File: src/rtl/crypto_pkg.sv
// Shared types and constants for the crypto output arbiter slice.
package crypto_pkg;

   localparam int unsigned DATA_W        = 128;
   localparam int unsigned BURST_LEN_DEF = 4;

   typedef enum logic [1:0] {
      IDLE    = 2'd0,
      GNT_AES = 2'd1,
      GNT_RSA = 2'd2
   } arb_state_t;

   typedef enum logic {
      SRC_AES = 1'b0,
      SRC_RSA = 1'b1
   } src_e;

   // Payload held in the output stage: beat plus its origin
   typedef struct packed {
      logic [DATA_W-1:0] data;
      src_e              src;
   } beat_t;

endpackage

File: src/rtl/crypto_out_arbiter_if.sv
// Signal bundle between the AES/RSA producers, the arbiter and the output sink.
interface crypto_out_arbiter_if;
   import crypto_pkg::*;

   logic              aes_valid_i;
   logic [DATA_W-1:0] aes_data_i;
   logic              aes_ready_o;
   logic              rsa_valid_i;
   logic [DATA_W-1:0] rsa_data_i;
   logic              rsa_ready_o;
   logic [DATA_W-1:0] out_data_o;
   logic              out_src_o;
   logic              out_valid_o;
   logic              out_ready_i;
   logic              busy_o;

   // master: the arbiter itself; slave: producers and sink around it
   modport master (
      input  aes_valid_i, aes_data_i, rsa_valid_i, rsa_data_i, out_ready_i,
      output aes_ready_o, rsa_ready_o, out_data_o, out_src_o, out_valid_o, busy_o
   );

   modport slave (
      output aes_valid_i, aes_data_i, rsa_valid_i, rsa_data_i, out_ready_i,
      input  aes_ready_o, rsa_ready_o, out_data_o, out_src_o, out_valid_o, busy_o
   );

endinterface

File: src/rtl/crypto_out_reg.sv
// One-entry valid/ready output register carrying beat data and its source.
module crypto_out_reg
   import crypto_pkg::*;
(
   input  logic  clk,
   input  logic  rst,
   input  logic  load,
   input  beat_t load_beat,
   input  logic  out_ready,
   output logic  out_valid,
   output beat_t out_beat
);

   // Load wins over drain so accept+drain in one cycle keeps the slot full
   always_ff @(posedge clk or negedge rst) begin
      if (!rst) begin
         out_valid <= 1'b0;
         out_beat  <= '0;
      end else if (load) begin
         out_valid <= 1'b1;
         out_beat  <= load_beat;
      end else if (out_ready) begin
         out_valid <= 1'b0;
      end
   end

endmodule

File: src/rtl/crypto_out_arbiter.sv
// Round-robin burst arbiter sharing one registered output stream between AES and RSA.
// Define ARB_RSA_PRIO_EN to make RSA win every contended grant instead of alternating.
module crypto_out_arbiter
   import crypto_pkg::*;
#(
   parameter int unsigned BURST_LEN = BURST_LEN_DEF
) (
   input logic                  clk,
   input logic                  rst,
   crypto_out_arbiter_if.master bus
);

   localparam int unsigned CNT_W = $clog2(BURST_LEN + 1);

   arb_state_t       state;
   arb_state_t       state_next;
   logic [CNT_W-1:0] beat_cnt;
   src_e             last_src;
   logic             busy_q;

   logic  slot_free_c;
   logic  aes_ready_c;
   logic  rsa_ready_c;
   logic  accept_c;
   logic  burst_last_c;
   beat_t load_beat_c;
   beat_t out_beat;
   logic  out_valid;

   assign slot_free_c  = !out_valid || bus.out_ready_i;
   assign burst_last_c = (beat_cnt == CNT_W'(BURST_LEN - 1));

   // State register
   always_ff @(posedge clk or negedge rst) begin
      if (!rst) state <= IDLE;
      else      state <= state_next;
   end

   // Next-state logic
   always_comb begin
      state_next = state;
      case (state)
         IDLE: begin
            if (bus.aes_valid_i && bus.rsa_valid_i) begin
`ifdef ARB_RSA_PRIO_EN
               state_next = GNT_RSA;
`else
               state_next = (last_src == SRC_AES) ? GNT_RSA : GNT_AES;
`endif
            end else if (bus.aes_valid_i) begin
               state_next = GNT_AES;
            end else if (bus.rsa_valid_i) begin
               state_next = GNT_RSA;
            end
         end
         GNT_AES: begin
            if (!bus.aes_valid_i || (accept_c && burst_last_c)) state_next = IDLE;
         end
         GNT_RSA: begin
            if (!bus.rsa_valid_i || (accept_c && burst_last_c)) state_next = IDLE;
         end
         default: state_next = IDLE;
      endcase
   end

   // Output logic: readies follow the sink combinationally so bursts stream back-to-back
   always_comb begin
      aes_ready_c       = 1'b0;
      rsa_ready_c       = 1'b0;
      load_beat_c       = '0;
      load_beat_c.data  = bus.aes_data_i;
      load_beat_c.src   = SRC_AES;
      case (state)
         GNT_AES: aes_ready_c = bus.aes_valid_i && slot_free_c;
         GNT_RSA: begin
            rsa_ready_c      = bus.rsa_valid_i && slot_free_c;
            load_beat_c.data = bus.rsa_data_i;
            load_beat_c.src  = SRC_RSA;
         end
         default: ;
      endcase
   end

   assign accept_c = aes_ready_c || rsa_ready_c;

   // Beat counter restarts whenever the grant ends, early or at the burst limit
   always_ff @(posedge clk or negedge rst) begin
      if (!rst)                    beat_cnt <= '0;
      else if (state_next == IDLE) beat_cnt <= '0;
      else if (accept_c)           beat_cnt <= beat_cnt + CNT_W'(1);
   end

   // Remember who was granted last for round-robin fairness
   always_ff @(posedge clk or negedge rst) begin
      if (!rst) begin
         last_src <= SRC_RSA;
      end else if (state == IDLE) begin
         if (state_next == GNT_AES)      last_src <= SRC_AES;
         else if (state_next == GNT_RSA) last_src <= SRC_RSA;
      end
   end

   always_ff @(posedge clk or negedge rst) begin
      if (!rst) busy_q <= 1'b0;
      else      busy_q <= (state_next != IDLE);
   end

   crypto_out_reg u_out_reg (
      .clk       (clk),
      .rst       (rst),
      .load      (accept_c),
      .load_beat (load_beat_c),
      .out_ready (bus.out_ready_i),
      .out_valid (out_valid),
      .out_beat  (out_beat)
   );

   assign bus.aes_ready_o = aes_ready_c;
   assign bus.rsa_ready_o = rsa_ready_c;
   assign bus.out_valid_o = out_valid;
   assign bus.out_data_o  = out_beat.data;
   assign bus.out_src_o   = 1'(out_beat.src);
   assign bus.busy_o      = busy_q;

endmodule

File: src/flat_wrapper.sv
// flat-port wrapper written by rule: the top's interface ports become plain ports
module crypto_out_arbiter_flat import crypto_pkg::*;
#(
   parameter int unsigned BURST_LEN = BURST_LEN_DEF
)
  (clk, rst, bus_aes_valid_i, bus_aes_data_i, bus_rsa_valid_i, bus_rsa_data_i, bus_out_ready_i, bus_aes_ready_o, bus_rsa_ready_o, bus_out_data_o, bus_out_src_o, bus_out_valid_o, bus_busy_o);
  crypto_out_arbiter_if bus_i ();
  input logic clk;
  input logic rst;
  input wire logic [$bits(bus_i.aes_valid_i)-1:0] bus_aes_valid_i;
  input wire logic [$bits(bus_i.aes_data_i)-1:0] bus_aes_data_i;
  input wire logic [$bits(bus_i.rsa_valid_i)-1:0] bus_rsa_valid_i;
  input wire logic [$bits(bus_i.rsa_data_i)-1:0] bus_rsa_data_i;
  input wire logic [$bits(bus_i.out_ready_i)-1:0] bus_out_ready_i;
  output wire logic [$bits(bus_i.aes_ready_o)-1:0] bus_aes_ready_o;
  output wire logic [$bits(bus_i.rsa_ready_o)-1:0] bus_rsa_ready_o;
  output wire logic [$bits(bus_i.out_data_o)-1:0] bus_out_data_o;
  output wire logic [$bits(bus_i.out_src_o)-1:0] bus_out_src_o;
  output wire logic [$bits(bus_i.out_valid_o)-1:0] bus_out_valid_o;
  output wire logic [$bits(bus_i.busy_o)-1:0] bus_busy_o;
  assign bus_i.aes_valid_i = bus_aes_valid_i;
  assign bus_i.aes_data_i = bus_aes_data_i;
  assign bus_i.rsa_valid_i = bus_rsa_valid_i;
  assign bus_i.rsa_data_i = bus_rsa_data_i;
  assign bus_i.out_ready_i = bus_out_ready_i;
  assign bus_aes_ready_o = bus_i.aes_ready_o;
  assign bus_rsa_ready_o = bus_i.rsa_ready_o;
  assign bus_out_data_o = bus_i.out_data_o;
  assign bus_out_src_o = bus_i.out_src_o;
  assign bus_out_valid_o = bus_i.out_valid_o;
  assign bus_busy_o = bus_i.busy_o;
  crypto_out_arbiter #(.BURST_LEN(BURST_LEN)) u_core (.clk(clk), .rst(rst), .bus(bus_i));
endmodule
File: config.mk
export PLATFORM = sky130hd
export DESIGN_NAME = crypto_out_arbiter_flat
export DESIGN_NICKNAME = d
export VERILOG_FILES = /design/src/rtl/crypto_pkg.sv /design/src/rtl/crypto_out_arbiter_if.sv /design/src/rtl/crypto_out_reg.sv /design/src/rtl/crypto_out_arbiter.sv /design/src/flat_wrapper.sv
export SDC_FILE = /design/constraint.sdc
export NUM_CORES = 1
export LEC_CHECK = 0
export CAP_MARGIN = 15
export CORE_MARGIN = 2
export CORE_UTILIZATION = 30
export DETAILED_ROUTE_END_ITERATION = 12
export MAX_ROUTING_LAYER = met4
export PLACE_DENSITY = 0.66
export SLEW_MARGIN = 30
export SYNTH_ARGS = -nofsm -noshare
export SYNTH_HDL_FRONTEND = slang
export SYNTH_SLANG_ARGS = --single-unit
File: constraint.sdc
create_clock -name clk -period 3 [get_ports clk]
set_input_delay 0.3 -clock clk [delete_from_list [all_inputs] [get_ports clk]]
set_output_delay 0.3 -clock clk [all_outputs]
set_load 0.02 [all_outputs]
### After elaboration in Yosys (flattened, before gate mapping)

Index checks and enable logic that the tools add are counted.

| word-level totals | value |
|---|---|
| output and inout bits | 133 |
| register bits | 137 |

| cells by class | value |
|---|---|
| eq/ne operators | 5 |
| add/sub/neg operators | 1 |
| muxes and demuxes | 16 |
| reduce and logical (&&, ||, !) cells | 18 |

Operators with widths:

| kind | number |
|---|---|
| $mux W129 | 1 |
| $mux W2 | 6 |
| $reduce_bool A2 Y1 | 4 |
| $mux W1 | 6 |
| $mux W3 | 2 |
| $pmux W2 S3 | 1 |
| $eq A2 B1 Y1 const B | 2 |
| $eq A2 B2 Y1 const B | 2 |
| $logic_and A1 B1 Y1 | 4 |
| $logic_not A2 Y1 | 2 |
| $logic_or A1 B1 Y1 | 4 |
| $add A3 B1 Y3 const B | 1 |
| $eq A3 B2 Y1 const B | 1 |
| $logic_not A1 Y1 | 3 |
| $reduce_and A2 Y1 | 1 |

### Logic depth before layout (Yosys ltp)

Gate-level depths: netlist (run 1).

| logic depth | value |
|---|---|
| depth after elaboration | 12 |
| depth in mapped cells | 9 |

### Cells and area by module

From an unflattened synthesis (run 1), not the netlist that was laid out.

| second synthesis, totals | value |
|---|---|
| cells, all modules | 459 |
| area, all modules | 7,230.7 um2 |

Modules (own cells, without submodules):

| module | cells an instance | area an instance (um2) | sequential area each (um2) | instances |
|---|---|---|---|---|
| crypto_out_reg | 275 | 4,852.2 | 3,253.1 | 1 |
| crypto_out_arbiter | 184 | 2,378.5 | 176.4 | 1 |

### Worst setup path after synthesis (run 1)

Ideal clock, no wire load.

| path | value |
|---|---|
| kind | flip-flop to flip-flop |
| from | register u_core.u_out_reg.out_valid |
| to | register u_core.last_src |
| clock period less this slack | 2,090 ps |
| cell stages (with the launch flop) | 10 |
| path slack | 910 ps |
| data arrival time | 2,017 ps |
| path through | dfrtp_1 > nor2b_1 > a21oi_2 > buf_4 > buf_4 > a311oi_1 > ha_1 > nor3_1 > nor2_1 > a21oi_1 |

| on the way | value |
|---|---|
| cells in the longest elaborated chain, start to end | 12 |

RTL lines:

| element | RTL line | source |
|---|---|---|
| from (decl) | crypto_out_reg.sv:10 | `output logic out_valid,` |
| from (signal assigned) | crypto_out_reg.sv:17 | `out_valid <= 1'b0;` |
| from (signal assigned) | crypto_out_reg.sv:20 | `out_valid <= 1'b1;` |
| from (signal assigned) | crypto_out_reg.sv:23 | `out_valid <= 1'b0;` |
| $logic_not A1 Y1 * | crypto_out_arbiter.sv:30 | `assign slot_free_c = !out_valid \|\| bus.out_ready_i;` |
| $logic_or A1 B1 Y1 * | crypto_out_arbiter.sv:30 |  |
| $logic_and A1 B1 Y1 (on tied branches) | crypto_out_arbiter.sv:74, crypto_out_arbiter.sv:76 |  |
| $mux W1 | crypto_out_arbiter.sv:73 | `case (state)` |
| $logic_or A1 B1 Y1 * | crypto_out_arbiter.sv:84 | `assign accept_c = aes_ready_c \|\| rsa_ready_c;` |
| $logic_and A1 B1 Y1 * | crypto_out_arbiter.sv:57, crypto_out_arbiter.sv:60 |  |
| $logic_or A1 B1 Y1 (on tied branches) | crypto_out_arbiter.sv:60, crypto_out_arbiter.sv:57 |  |
| $mux W2 (on tied branches) | crypto_out_arbiter.sv:60, crypto_out_arbiter.sv:57 |  |
| $pmux W2 S3 * | crypto_out_arbiter.sv:42 | `case (state)` |
| via u_core.state_next[0] | crypto_out_arbiter.sv:16 | `arb_state_t state_next;` |
| $eq A2 B2 Y1 / $eq A2 B1 Y1 (equally long branches) | crypto_out_arbiter.sv:99, crypto_out_arbiter.sv:98 |  |
| $reduce_bool A2 Y1 (no line) | - |  |
| $reduce_and A2 Y1 (no line) | - |  |
| to (signal assigned) | crypto_out_arbiter.sv:96 | `last_src <= SRC_RSA;` |
| to (signal assigned) | crypto_out_arbiter.sv:98 | `if (state_next == GNT_AES) last_src <= SRC_AES;` |
| to (signal assigned) | crypto_out_arbiter.sv:99 | `else if (state_next == GNT_RSA) last_src <= SRC_RSA;` |
| to (decl) | crypto_out_arbiter.sv:18 | `src_e last_src;` |

Mark *: on every way through the listed nets, which the timed path passes. The rest lies on a longest branch.
A chain may end at the register's enable or synchronous reset.

### Worst setup path in the final report (run 1)

| path | value |
|---|---|
| from | register u_core.state[1] |
| to | output bus_rsa_ready_o |

| on the way | value |
|---|---|
| cells in the longest elaborated chain, start to end | 2 |

RTL lines:

| element | RTL line | source |
|---|---|---|
| from (decl) | crypto_out_arbiter.sv:15 | `arb_state_t state;` |
| from (signal assigned) | crypto_out_arbiter.sv:36 | `else state <= state_next;` |
| $eq A2 B2 Y1 | crypto_out_arbiter.sv:73 |  |
| $mux W1 | crypto_out_arbiter.sv:73 |  |
| to (decl) | flat_wrapper.sv:16 | `output wire logic [$bits(bus_i.rsa_ready_o)-1:0] bus_rsa_ready_o;` |

Every way passes these cells.

==> results of run 1 <==
[Yosys cell counts (all sizes together)]
cell type,n
a21oi,2
nand3,1
nand3b,2
ha,4
a31oi,1
mux2,258
and3,1
buf,28
nor2b,3
inv,3
dfrtp,136
mux2i,1
nand2,2
nor2,7
a311o,2
nand2b,3
nor3,1
a311oi,2
dfstp,1
o21ai,2
[cell type report]
type | count | area, sq um
well taps | 280 | 350.3
fillers | 1930 | 10370
repair buffers | 402 | 4043
multi-input cells | 292 | 3151
inverters | 3 | 11.26
flip-flops and latches | 137 | 3430
clock buffers | 20 | 456.7
clock inverters | 11 | 147.6
[routing by layer]
metal  vias up  share of wire [%]  GRT usage [%]
met1      2489                 39          20.23
met4         0                1.8          5.919
met5         -                  0              -
met3        22                6.9          4.989
li1       2458                  -              -
met2       228                 52          32.37
[timing repair]
action,4_1_cts,5_1_grt
endpoints found under the hold margin,52,0
hold buffers,1,0
gates resized for setup,0,0
[logic make-up after synthesis]
| family | count (synthesis) |
|---|---|
| DFF | 137 |
| buffers and inverters | 31 |
| AOI/OAI and AO/OA | 9 |
| and+or+nand+nor | 20 |
| muxes | 259 |
| adders and majority gates | 4 |
[critical path: stages, from the launching register on]
cell and delay [ns]:
dfrtp_1 0.48, nor2b_4 0.28, and3_1 0.18, clkdlybuf4s50_1 0.61
[power by group through the flow]
stage	sequential, mW	combinational [mW]	clock (mW)
4_1_cts	3.23	5.20	2.21
6_report	3.22	5.12	2.14
2_1_floorplan	4.35	1.41	0
5_1_grt	3.35	5.38	2.28
3_3_place_gp	3.21	5.16	0
3_5_place_dp	3.25	5.18	0
[sequential cells by signal, indices dropped and copies added, names as in the netlist]
signal and count:
u_core.bus.busy_o 1, u_core.state 2, u_core.beat_cnt 3, u_core.u_out_reg.out_beat 129, u_core.u_out_reg.out_valid 1, u_core.last_src 1
[cell usage in the layout (no fill, tap or decap), types with 2 or more instances in the layout]
cell type,netlist,layout
a311oi_1,2,2
dfrtp_1,136,136
nand2b_1,3,3
o21ai_0,2,2
nand3b_1,2,2
clkinvlp_4,0,4
buf_4,7,5
nand2_1,2,2
clkdlybuf4s50_1,0,392
nor2b_1,3,2
inv_1,3,3
clkbuf_16,0,17
nor2_1,7,7
clkinv_4,0,2
a311o_1,2,2
bufinv_16,0,3
mux2_2,258,258
clkinv_2,0,2
clkbuf_8,0,2
ha_1,4,4
buf_12,0,3
[final timing paths]
path / endpoint / slack [ns] / depth (start not counted)
worst max-delay path: bus_rsa_ready_o / 0.74 / 3
worst min register to register: u_core.u_out_reg.out_beat[26]$_DFFE_PN0P_ / 0.50 / 1
worst min-delay path: u_core.u_out_reg.out_beat[34]$_DFFE_PN0P_ / 0.41 / 2
worst max register to register: u_core.u_out_reg.out_beat[90]$_DFFE_PN0P_ / 0.86 / 4
max in group asynchronous: u_core.u_out_reg.out_beat[44]$_DFFE_PN0P_ / 1.73 / 3
min in group clk: u_core.u_out_reg.out_beat[26]$_DFFE_PN0P_ / 0.50 / 1
[metrics by stage]
stage	setup slack, ns	std cells	hold WS [ns]
global placement	0.6785	1113	0.3078
global route	0.6547	1145	0.4511
CTS	0.7162	1145	0.4151
detailed placement	0.6199	1113	0.3063
floorplan	0.9103	460	0.004409
finish	0.7350	1145	0.4093
==> metrics.cfg, run 1 <==
[synth]
avgSynthCellArea_sq_um=14.64
ys_warn_count=0
synthAdderAreaFrac_pct=0.7434
synth.largest_area_cell=dfrtp_1
ys_ff_latch=137
syn_inst=460
synth_xor_area_share_pct=0
synth_top_family_by_area=multiplexers
muxShareOfSynthArea_pct=43.30
seq_area_frac_synth_pct=50.94
synth.net_count=725
synth-simple-area-share_pct=1.524
synth_compound_area_share_pct=1.004
synth_cell_types=23
ys_top_cells_by_area=dfrtp_1 (51%), mux2_2 (43%), buf_2 (1.5%), buf_4 (0.78%), ha_1 (0.74%)
synth_top_cell_area_share_pct=50.55
synthesis.area_sq_um=6733

[power]
switchingPower_mw=3.559
finalPower_mw=10.49
power_density_nw_per_um2=904.8
seqPwrFrac_pct=30.7
sw_frac_of_total_pct=33.94
clkPwrFrac_pct=20.5
comb_power_share_pct=48.9
peakVddDrop_uv=500.9
p_int_mw=6.926
leakage_nw=4.564

[sta]
worstMarginPinSlew_ns=0.6006
slew_violations=0
max_clock_freq_mhz=441.5
fin_setup_tns_ns=0
fin_crit_ns=2.265
fin_worst_skew_ns=0.005274
maxSlewHeadroom_pct=59.96
rsz0062_at_grt=no
timing.final.crit_share_pct=75.50
hold_violations=0
finalSetupViolations=0

[worst_setup_path]
crit_path_max_fanout=8
reg2reg_from=u_core.state[1]$_DFF_PN0_
startpoint=u_core.state[1]$_DFF_PN0_
cp.arrival_ns=1.96
required_ns=2.70
crit_type=reg2out
cp-start-kind=flip-flop
end_kind=primary output

[floorplan]
initial_core_util_pct=30.66
fp.dieW_um=153.8
rows=54
coreArea_sq_um=21960
io_pins=394
dieArea_sq_um=23660
die-height_um=153.8

[finish]
final_area_sq_um=11590
n_antenna_cell=0
post-route-util_pct=52.77
drive_gt1_share_pct=34.68
area_growth_syn_to_layout_pct=72.12
nNetsFinal=1118

[status]
outcome=finished, final reports clean

[cts]
clockBufferDepth=2
cts_tree=done
root_buffer=clkbuf_16
htreeDepth=4
cts_sinks=137
cts_setup_buffers=0
clk_pin_slew_ns=0.06
clock_latency_ns=0.41
cts_inserted_buffers=17

[placed_design]
dpl_cell_area_sq_um=10970
io_buffers=393
place.gp.congestion=0.7841
dp_hpwl_mm=16.19

[global_routing]
grt_remaining_overflow=0
antenna_found_initial=0
grt_pass1_wl_mm=32.37
grt_usage_pct=18.38
grt_pass1_vias=5668
grt_start_max_net_pins=79

[drt]
routed_wl_mm=21.07
vias=5197
dr.pass1.iters=4
drc=0
drtIter0Drc=193
viasPerCell=4.539
drtAntennaViolNets=0
wire_per_inst_um=18.40

[min_path]
hold_class=in2async

[run]
max_cap_viol_count=0

Power figures use the tool's default switching activity.
==> run 2, diff against run 1 <==
--- a/config.mk
+++ b/config.mk
@@ -10,7 +10,7 @@
 export CORE_UTILIZATION = 30
 export DETAILED_ROUTE_END_ITERATION = 12
 export MAX_ROUTING_LAYER = met4
-export PLACE_DENSITY = 0.66
+export PLACE_DENSITY = 0.69
 export SLEW_MARGIN = 30
 export SYNTH_ARGS = -nofsm -noshare
 export SYNTH_HDL_FRONTEND = slang
==> constraint.sdc (replaced) <==
create_clock -name clk -period 1.8 [get_ports clk]
set_input_delay 0.18 -clock clk [delete_from_list [all_inputs] [get_ports clk]]
set_output_delay 0.18 -clock clk [all_outputs]
set_load 0.02 [all_outputs]
==> metrics.cfg, run 2 (synthesized netlist as in run 1, its figures left out) <==
[worst_setup_path]
end_kind=flip-flop
crit_path_max_fanout=5
cp-start-kind=flip-flop
cp.arrival_ns=2.25
cpMaxStageDelayCell=dfrtp_1
critPathMaxStageDelay_ns=0.42
required_ns=2.14
path_buf_inv=0
crit_type=reg2reg
path_delay_family=compound AO/OA/AOI/OAI gates
path_cells=nand3b_1, a21oi_4, a311o_1, ha_1, nor3_2, nor2_1, a21oi_2

[sta]
fin_crit_ns=1.918
rsz0062_at_grt=yes
whs_ns=0.2118
fin_worst_skew_ns=0.01039
worstMarginPinSlew_ns=0.3405
finalWorstSetupSlack_ns=-0.1176
slew_violations=0
maxSlewHeadroom_pct=77.23
fin_setup_tns_ns=-2.393
max_clock_freq_mhz=521.5
timing.final.crit_share_pct=106.5
finalSetupViolations=70
hold_violations=0

[min_path]
hold_class=in2async

[placed_design]
dpl_cell_area_sq_um=11340
pre_cts_slack_ns=-0.2536
dp_hpwl_mm=16.15
io_buffers=393
dpl.cell_count=1145
place.gp.congestion=0.7662

[cts]
clockBufferDepth=2
root_buffer=clkbuf_16
cts_tree=done
cts_sinks=137
clock_latency_ns=0.41
cts_inserted_buffers=17
htreeDepth=4
clk_pin_slew_ns=0.06

[power]
switchingPower_mw=6.263
sw_frac_of_total_pct=34.04
clkPwrFrac_pct=18.6
comb_power_share_pct=51.9
finalPower_mw=18.40
leakage_nw=5.064
peakVddDrop_uv=710.0
seqPwrFrac_pct=29.5
p_int_mw=12.13
power_density_nw_per_um2=1484

[floorplan]
coreArea_sq_um=21960
initial_core_util_pct=30.66
io_pins=394
fp.dieW_um=153.8
dieArea_sq_um=23660
die-height_um=153.8
rows=54

[finish]
largest_register_ffs=129
final_area_sq_um=12400
mostFrequentLayoutCell=clkdlybuf4s50_1
largestRegisters=u_core.u_out_reg.out_beat (129), u_core.beat_cnt (3), u_core.state (2)
nNetsFinal=1165
layout.cells.non_filler=1193
drive_gt1_share_pct=39.65
final_cell_mix=clkdlybuf4s50_1 (390), mux2_2 (199), dfrtp_1 (134)
n_antenna_cell=0
post-route-util_pct=56.47
top_register=u_core.u_out_reg.out_beat
area_growth_syn_to_layout_pct=84.17

[global_routing]
grt_pass1_wl_mm=31.96
antenna_found_initial=0
grt_usage_pct=17.84
grt_start_max_net_pins=57
grt_remaining_overflow=0
grt_pass1_vias=5838

[drt]
drtAntennaViolNets=0
drtIter0Drc=147
viasPerCell=4.541
vias=5418
dr.pass1.iters=4
drc=0
wire_per_inst_um=17.92
routed_wl_mm=21.38

[status]
violations=negative setup slack
outcome=finished, violations left

[run]
max_cap_viol_count=0

[run 2: what timing repair did]
item / in CTS / in global routing
endpoints found under the hold margin: 42 / 0
gates cloned: 0 / 3
resized for setup: 13 / 78
pin swaps: 5 / 9
hold buffers: 1 / 0
buffers inserted: 7 / 7
setup endpoints to repair: 95 / 131
[run 2: final cells by class]
| type | count | area (sq um) |
|---|---|---|
| clock buffers | 19 | 432.9 |
| clock inverters | 13 | 143.9 |
| fillers | 1824 | 9559 |
| inverters | 3 | 11.26 |
| multi-input cells | 292 | 3435 |
| flip-flops and latches | 137 | 3432 |
| well taps | 280 | 350.3 |
| repair buffers | 449 | 4594 |
[run 2: final timing paths]
| check | startpoint | to | slack, ns | cells past startpoint |
|---|---|---|---|---|
| max in group asynchronous | rst | u_core.u_out_reg.out_beat[16]$_DFFE_PN0P_ | 0.97 | 3 |
| max reg2reg | u_core.state[1]$_DFF_PN0_ | u_core.last_src$_DFFE_PN1P_ | -0.12 | 7 |
| min reg2reg | u_core.u_out_reg.out_beat[120]$_DFFE_PN0P_ | u_core.u_out_reg.out_beat[120]$_DFFE_PN0P_ | 0.50 | 1 |
| min | rst | u_core.u_out_reg.out_beat[128]$_DFFE_PN0P_ | 0.21 | 2 |
| min in group clk | bus_aes_valid_i | u_core.state[0]$_DFF_PN0_ | 0.46 | 3 |
| max | u_core.state[1]$_DFF_PN0_ | u_core.last_src$_DFFE_PN1P_ | -0.12 | 7 |
[run 2: power by group through the flow]
stage / combinational (mW) / sequential, mW / clock, mW
2_1_floorplan: 2.37 / 7.25 / 0
3_3_place_gp: 8.88 / 5.39 / 0
3_5_place_dp: 8.95 / 5.42 / 0
4_1_cts: 9.02 / 5.40 / 3.51
5_1_grt: 10.0 / 5.64 / 3.65
6_report: 9.55 / 5.43 / 3.42
[run 2: routing by layer]
metal	share of wire, %	global-route usage [%]	up-vias	routed length, um
met5	0	-	-	0
met4	0.73	3.738	0	156
met3	5.6	4.538	13	1202
li1	-	-	2553	-
met2	52	31.87	208	11150
met1	41	20.26	2644	8865
